**src/rtl/alu_pkg.sv**
```systemverilog
// Shared encodings and types for the execute-stage ALU.
package alu_pkg;

    localparam logic [5:0] ALU_OPCODE = 6'b100000;

    localparam logic [4:0] ADD   = 5'b00000;
    localparam logic [4:0] SUB   = 5'b00001;
    localparam logic [4:0] AND   = 5'b00010;
    localparam logic [4:0] XOR   = 5'b00011;
    localparam logic [4:0] OR    = 5'b00100;
    localparam logic [4:0] SLLI  = 5'b01000;
    localparam logic [4:0] SRLI  = 5'b01001;
    localparam logic [4:0] ROTRI = 5'b01011;
    localparam logic [4:0] NOP   = SRLI;

    typedef logic [31:0] word_t;

endpackage

```
**src/rtl/alu_shifter.sv**
```systemverilog
// Combinational shift/rotate unit for SLLI, SRLI and (with ALU_ROTATE_EN) ROTRI.
import alu_pkg::*;

module alu_shifter (
    input  word_t       value_i,
    input  logic [4:0]  amount_i,
    input  logic [4:0]  op_i,
    output word_t       result_o
);

`ifdef ALU_ROTATE_EN
    logic [63:0] rot_wide;

    // Shifting the doubled word right leaves the rotation in the low half.
    assign rot_wide = {value_i, value_i} >> amount_i;
`endif

    always_comb begin
        result_o = value_i;
        case (op_i)
            SLLI:    result_o = value_i << amount_i;
            SRLI:    result_o = value_i >> amount_i;
`ifdef ALU_ROTATE_EN
            ROTRI:   result_o = rot_wide[31:0];
`endif
            default: result_o = value_i;
        endcase
    end

endmodule

```
**src/rtl/alu.sv**
```systemverilog
// Registered 32-bit ALU: add/sub with signed overflow, logic ops, shifts.
// Define ALU_ROTATE_EN to build ROTRI; otherwise that code holds the outputs.
import alu_pkg::*;

module alu #(
    parameter int unsigned WIDTH = 32
) (
    input  logic             clk,
    input  logic             reset,
    input  logic [WIDTH-1:0] scr1,
    input  logic [WIDTH-1:0] scr2,
    input  logic [5:0]       opcode,
    input  logic [4:0]       sub_opcode,
    input  logic             enable_execute,
    output logic [WIDTH-1:0] alu_result,
    output logic             alu_overflow
);

    word_t sum;
    word_t diff;
    word_t shift_res;
    word_t result_d, result_q;
    logic  ovf_d, ovf_q;

    assign sum  = scr1 + scr2;
    assign diff = scr1 - scr2;

    alu_shifter u_shifter (
        .value_i  (scr1),
        .amount_i (scr2[4:0]),
        .op_i     (sub_opcode),
        .result_o (shift_res)
    );

    always_comb begin
        result_d = result_q;
        ovf_d    = ovf_q;
        if (enable_execute && (opcode == ALU_OPCODE)) begin
            case (sub_opcode)
                ADD: begin
                    result_d = sum;
                    ovf_d    = (scr1[31] == scr2[31]) && (sum[31] != scr1[31]);
                end
                SUB: begin
                    result_d = diff;
                    ovf_d    = (scr1[31] != scr2[31]) && (diff[31] != scr1[31]);
                end
                AND: begin
                    result_d = scr1 & scr2;
                    ovf_d    = 1'b0;
                end
                XOR: begin
                    result_d = scr1 ^ scr2;
                    ovf_d    = 1'b0;
                end
                OR: begin
                    result_d = scr1 | scr2;
                    ovf_d    = 1'b0;
                end
                SLLI, SRLI: begin
                    result_d = shift_res;
                    ovf_d    = 1'b0;
                end
`ifdef ALU_ROTATE_EN
                ROTRI: begin
                    result_d = shift_res;
                    ovf_d    = 1'b0;
                end
`endif
                // Undefined sub-opcodes leave both outputs untouched.
                default: begin
                    result_d = result_q;
                    ovf_d    = ovf_q;
                end
            endcase
        end
    end

    always_ff @(posedge clk) begin
        if (reset) begin
            result_q <= '0;
            ovf_q    <= 1'b0;
        end else begin
            result_q <= result_d;
            ovf_q    <= ovf_d;
        end
    end

    assign alu_result   = result_q;
    assign alu_overflow = ovf_q;

endmodule

```
**config.mk**
```make
export PLATFORM = sky130hd
export DESIGN_NAME = alu
export DESIGN_NICKNAME = d
export VERILOG_FILES = /design/src/rtl/alu_pkg.sv /design/src/rtl/alu_shifter.sv /design/src/rtl/alu.sv
export SDC_FILE = /design/constraint.sdc
export NUM_CORES = 1
export LEC_CHECK = 0
export CORE_ASPECT_RATIO = 1.5
export CORE_UTILIZATION = 52
export CTS_CLUSTER_SIZE = 8
export DETAILED_ROUTE_END_ITERATION = 7
export HOLD_SLACK_MARGIN = 0.06
export MAX_ROUTING_LAYER = met4
export PLACE_DENSITY = 0.78
export REMOVE_ABC_BUFFERS = 1
export SYNTH_ARGS = -nofsm -noshare
export SYNTH_HDL_FRONTEND = slang
export SYNTH_SLANG_ARGS = --single-unit
```
**constraint.sdc**
```tcl
create_clock -name clk -period 4.8 [get_ports clk]
set_clock_uncertainty 0.15 [all_clocks]
set_input_delay 0.96 -clock clk [delete_from_list [all_inputs] [get_ports clk]]
set_output_delay 0.96 -clock clk [all_outputs]
set_load 0.005 [all_outputs]
```
* Yosys cells after proc, flatten, opt, wreduce, memory -nomap -nowiden
Cells that the tools add are included.
** Word-level totals
- Flip-flop bits (word level) :: 33
- Input bits :: 78
- Logic and storage cells :: 33
** Operators by class
- Add/subtract/negate cells :: 2
- Eq/ne operators :: 11
- Shift-type cells :: 2
- Mux-type cells :: 3
- Bitwise logic cells :: 3
- Reductions and logical operators :: 10
** Operators by type and width (count)
- case mux 32 bit (6 select lines) :: 1
- case mux 32 bit (2 select lines) :: 1
- adder 32 bit :: 1
- bitwise AND 32 bit :: 1
- bitwise OR 32 bit :: 1
- << shifter 32 x 5 -> 32 bit :: 1
- >> shifter 32 x 5 -> 32 bit :: 1
- subtractor 32 bit :: 1
- bitwise XOR 32 bit :: 1
- equality test 5 x 2 -> 1 bit (second input constant) :: 2
- equality test 5 x 4 -> 1 bit (second input constant) :: 2
- equality test 6 bit (second input constant) :: 1
- nonzero test 6 bit :: 1
- equality test 5 x 1 -> 1 bit (second input constant) :: 1
- equality test 5 x 3 -> 1 bit (second input constant) :: 1
- logical NOT 5 bit :: 1
- OR reduction 5 bit :: 1
- AND reduction 2 bit :: 2
- logical AND 1 bit :: 3
- inequality test 1 bit :: 3
- case mux 1 bit (3 select lines) :: 1
- nonzero test 3 bit :: 1
- OR reduction 2 bit :: 1
- equality test 1 bit :: 1

* Longest topological paths before layout
- Depth in word-level cells :: 4
- Mapped depth :: 16

* Hierarchy
Synthesis repeated with hierarchy kept, for this count alone.
** Unflattened totals
- Cell total of the unflattened synthesis :: 1381
- Area total of the unflattened synthesis :: 10252.3 sq um
** By module, submodules not included
- alu :: instances 1, cells each 891, area each 6148.4 sq um, seq. area each 660.6 sq um
- alu_shifter :: instances 1, cells each 490, area each 4103.9 sq um, seq. area each 0.0 sq um

* Least setup slack after synthesis
OpenSTA, ideal clock, no wires.
- Path type :: input-to-reg
- Start point :: in scr2[3]
- End point :: reg ovf_q, in the netlist alu_overflow
- Library setup time :: 74 ps
- Arrival time :: 4272 ps
- Slack :: 304 ps
- Cell stages on the path :: 16
- Path through :: clkbuf_1 > clkinv_1 > buf_6 > clkbuf_1 > clkbuf_1 > ha_1 > buf_4 > and3_1 > o2bb2ai_1 > or2_1 > nand4_1 > a41oi_2 > a311oi_2 > xnor2_1 > or3_1 > a31oi_1
** Between the ends
- Word-level cells in the longest chain between the ends :: 4
- Elaborated cells between the ends (all ways) :: 7
- Those cells by class :: add/sub: 2; eq/ne: 2; mux: 1; reduce/logical: 2
** RTL lines
- start, declared :: line alu.sv:11 : input logic [WIDTH-1:0] scr2,
- subtractor 32 bit or adder 32 bit (tied branches) :: line alu.sv:26, alu.sv:25
- inequality test 1 bit (on tied branches) :: line alu.sv:46, alu.sv:42
- logical AND 1 bit (on tied branches) :: line alu.sv:46, alu.sv:42
- case mux 1 bit (3 select lines) (*) :: line alu.sv:39 : case (sub_opcode)
- end signal, assigned :: line alu.sv:85 : ovf_q <= ovf_d;
- end, declared :: line alu.sv:23 : logic ovf_d, ovf_q;
Every way passes the cells marked *; elsewhere a longest branch is shown, timed or not.
A chain may end at the register's enable or synchronous reset.

* Final worst setup path
- Start point :: in scr2[4]
- End point :: reg result_q[29], in the netlist alu_result[29]
** Between the ends
- Word-level cells in the longest chain between the ends :: 3
- Elaborated cells between the ends (all ways) :: 6
- Those cells by class :: add/sub: 2; shift: 2; mux: 2
** RTL lines
- branches (longest 2 deep; another with subtractor 32 bit)
- case mux 32 bit (6 select lines) (*) :: line alu.sv:39
- end signal, assigned :: line alu.sv:84 : result_q <= result_d;
- end, declared :: line alu.sv:22 : word_t result_d, result_q;
Every way passes the cells marked *.

==> impl_results.md <==
* Cell count after synthesis at around 1.3k
* Crit path depth at 12
* Post_cts resized at 0
* CP delay by family, top: simple AND/OR/NAND/NOR gates
* First-pass GRT wire length at 67.5 mm
* Core ar. at 18700 sq um
* Ys flop type: dfxtp_1
* Post-CTS setup buffers at 0
* Buf+Inv Stages, Crit Path at 3
* CP peak stage delay at 0.77 ns
* Synth area leaders: ha_1 12%, mux4_2 12%, mux2i_1 8.1%
* Die Y at between 150 and 200 um
* Setup CP Type: input port to flip-flop
* DRT Pass-1 Iters at 6
* CP endpoint: alu_result[29]$_SDFFE_PP0P_
* Die area at 19800 sq um
* Slew headroom at a little under an eighth
* CTS Hold Bufs at 0
* Post-route setup TNS at 0 ns
* Post-route minimum period at 4.52 ns
* Antenna violations before repair at 1
* PD cells at 161 nW/um^2
* Root Driver: clkbuf_16
* Largest net degree at the start of global routing at 91
* CTS Sinks at 33
* Vias/cell at 7.04
* Yosys top cell area share at 12.0%
* Synthesized area at 9980 sq um
* Crit path DAT at 4.57 ns
* Post-synth cell types at between 80 and 90
* Clock Latency Late Sink at 0.31 ns
* Max IR drop VDD at between 100 and 150 uV
* Clock tree buffer depth at 2
* Design Power at 1.91 mW
* TritonCTS buffer count at 5
* Leakage power at 4.94 nW
* Critical path fanouts, max at 9
* Dpl hpwl at approximately 34 mm
* Worst-Margin Slew at 1.29 ns
* CP max stage cell: nor4_1
* Fmax at 221 MHz
* Max Cap Viol at 0
* GRT overflow at 0
* Port buffer count at 110
* Routed wire length at 45.1 mm
* Post-route antenna net violation count at 0
* FF-to-FF Start: alu_result[17]$_SDFFE_PP0P_
* DRC errors left at 0
* Number of synthesized register bits at 33
* Synth warn at 0
* Final RePlAce weighted congestion at 1.08
* Total global-route track usage at 47.8%
* Area grow syn2layout at 18.8%
* Syn Area/Cell at 7.46 sq um
* Post-synth EDFFs at 0
* Critical path origin: scr2[4]
* Yosys top cell by area: ha_1
* FFs w/ async S/R, synth at 0%
* Final #Nets at 1627
* Worst setup SP type: input port
* Vias at 12.0k
* CP Cell Sequence: clkdlybuf4s50_1, inv_1, ha_1, nor4_1, o21ai_1, buf_4, a21oi_1, nand3b_1, nand3b_1, a31oi_1, xor2_1, o21ai_0
* Critical path's most frequent cell: nand3b_1
* Worst min-delay path category: flip-flop to flip-flop
* RSZ-0062 raised after global routing: no
* CTS tree: yes
* DRT iter0 DRCs at 1688
* Status: finished, final reports clean
* Initial Util at 53.4%
* Worst-path clk slew at 0.07 ns
* Worst Reg2Reg Path Length in Cells at 3
* Final Cycle Share at between 90% and 100%
* Row cnt at 61
* Post-synth top cells: 142 x nor2_1, 113 x a21oi_1, 98 x inv_1, 96 x ha_1
* Layout cells sized above 1 at between 10% and 20%
* Register area share after synthesis at 6.62%
* Worst reg2reg setup slack at 3.55 ns
* I/O pin total at approximately 110
* Vias in the first global route at 11.3k
* Most common cell in the netlist: nor2_1
* Final Setup Violations at 0
* Slew Limit Fails at 0
* Clock H-tree levels at 2
* Die W at 115 um
* Critical Path RT at 4.85 ns
* Routed WL per cell at around 26 um
* Reg2reg end: alu_result[17]$_SDFFE_PP0P_
* Critical Path Sink Type: flip-flop
* Fin. Hold Viols at 0
placed cells by master (no fill, tap or decap), drive strengths merged, types with 12 or more instances in the layout:
cell,netlist,final
mux4,52,52
o21bai,18,18
a311oi,12,12
a21oi,114,114
a31oi,15,15
o211ai,15,15
buf,51,112
nand2b,17,17
nand2,81,81
o221ai,19,19
o22ai,34,34
a2111oi,14,14
xnor2,19,19
nor2,142,142
mux2i,81,81
nor3,53,53
nor4,17,17
inv,98,98
a21o,17,17
o21ai,77,77
nand3,16,16
ha,96,96
clkdlybuf4s50,0,105
or3,12,12
dfxtp,33,33
a211oi,21,21
per-layer routing:
layer	global-route usage [%]	wire length [um]	up-vias
met5	-	0	-
met4	41.8	4690	0
met3	7.47	4470	241
met2	74.3	20600	911
met1	53.1	15400	5602
li1	-	-	5245
worst min-delay path, stage by stage (launching register included):
cell	delay [ns]
dfxtp_1	0.31
nand2_1	0.05
a21oi_1	0.05
metrics by stage:
step / hold slack [ns] / cells / utilization (%) / instance area [sq um] / worst slack [ns]
global placement: 0.295 / 1696 / 62.4 / 11700 / 0.133
detailed placement: 0.301 / 1696 / 62.4 / 11700 / 0.0666
CTS: 0.309 / 1704 / 63.4 / 11800 / 0.384
global route: 0.331 / 1705 / 63.4 / 11900 / 0.155
finish: 0.314 / 1705 / 63.4 / 11900 / 0.281
floorplan: 0.293 / 1227 / - / 9440 / 0.486
flip-flops by register name (all words and copies together) (netlist names):
name	cells
alu_overflow	1
alu_result	32
power breakdown:
group	leakage (nW)	internal [mW]	switching (mW)
Combinational	4.59	0.489	0.725
Clock	0.0841	0.261	0.161
Sequential	0.266	0.274	0.000388
Total	4.94	1.02	0.887
cell type report:
type	instances	area, sq um
multi-input cells	1095	8410
clock buffers	7	143
flip-flops and latches	33	661
clock inverters	1	30.0
diodes	1	2.50
inverters	99	372
fillers	1743	6850
repair buffers	217	1920
well taps	252	315
logic make-up (layout without fill, tap and decap cells):
kind of cell / after synthesis / in the layout / synth area share, %
AOI/OAI and AO/OA: 445 / 445 / 30.9
xor gates and xnor gates: 24 / 24 / 2.11
adders and majority gates: 98 / 98 / 12.4
buffers and inverters: 210 / 324 / 9.10
DFF: 33 / 33 / 6.62
muxes: 137 / 137 / 20.3
other: 0 / 1 / 0
and+or+nand+nor: 391 / 391 / 18.5
how the worst min path moves through the flow:
stage                                           start                           to  slack, ns  depth (start not counted)
final                      alu_result[3]$_SDFFE_PP0P_   alu_result[3]$_SDFFE_PP0P_       0.31                          2
after global routing      alu_result[10]$_SDFFE_PP0P_  alu_result[10]$_SDFFE_PP0P_       0.33                          2
after floorplan           alu_result[10]$_SDFFE_PP0P_  alu_result[10]$_SDFFE_PP0P_       0.29                          2
after global placement    alu_result[10]$_SDFFE_PP0P_  alu_result[10]$_SDFFE_PP0P_       0.30                          2
after detailed placement   alu_result[3]$_SDFFE_PP0P_   alu_result[3]$_SDFFE_PP0P_       0.30                          2
after CTS                  alu_result[3]$_SDFFE_PP0P_   alu_result[3]$_SDFFE_PP0P_       0.31                          2
(Power assumes the default switching activity.)
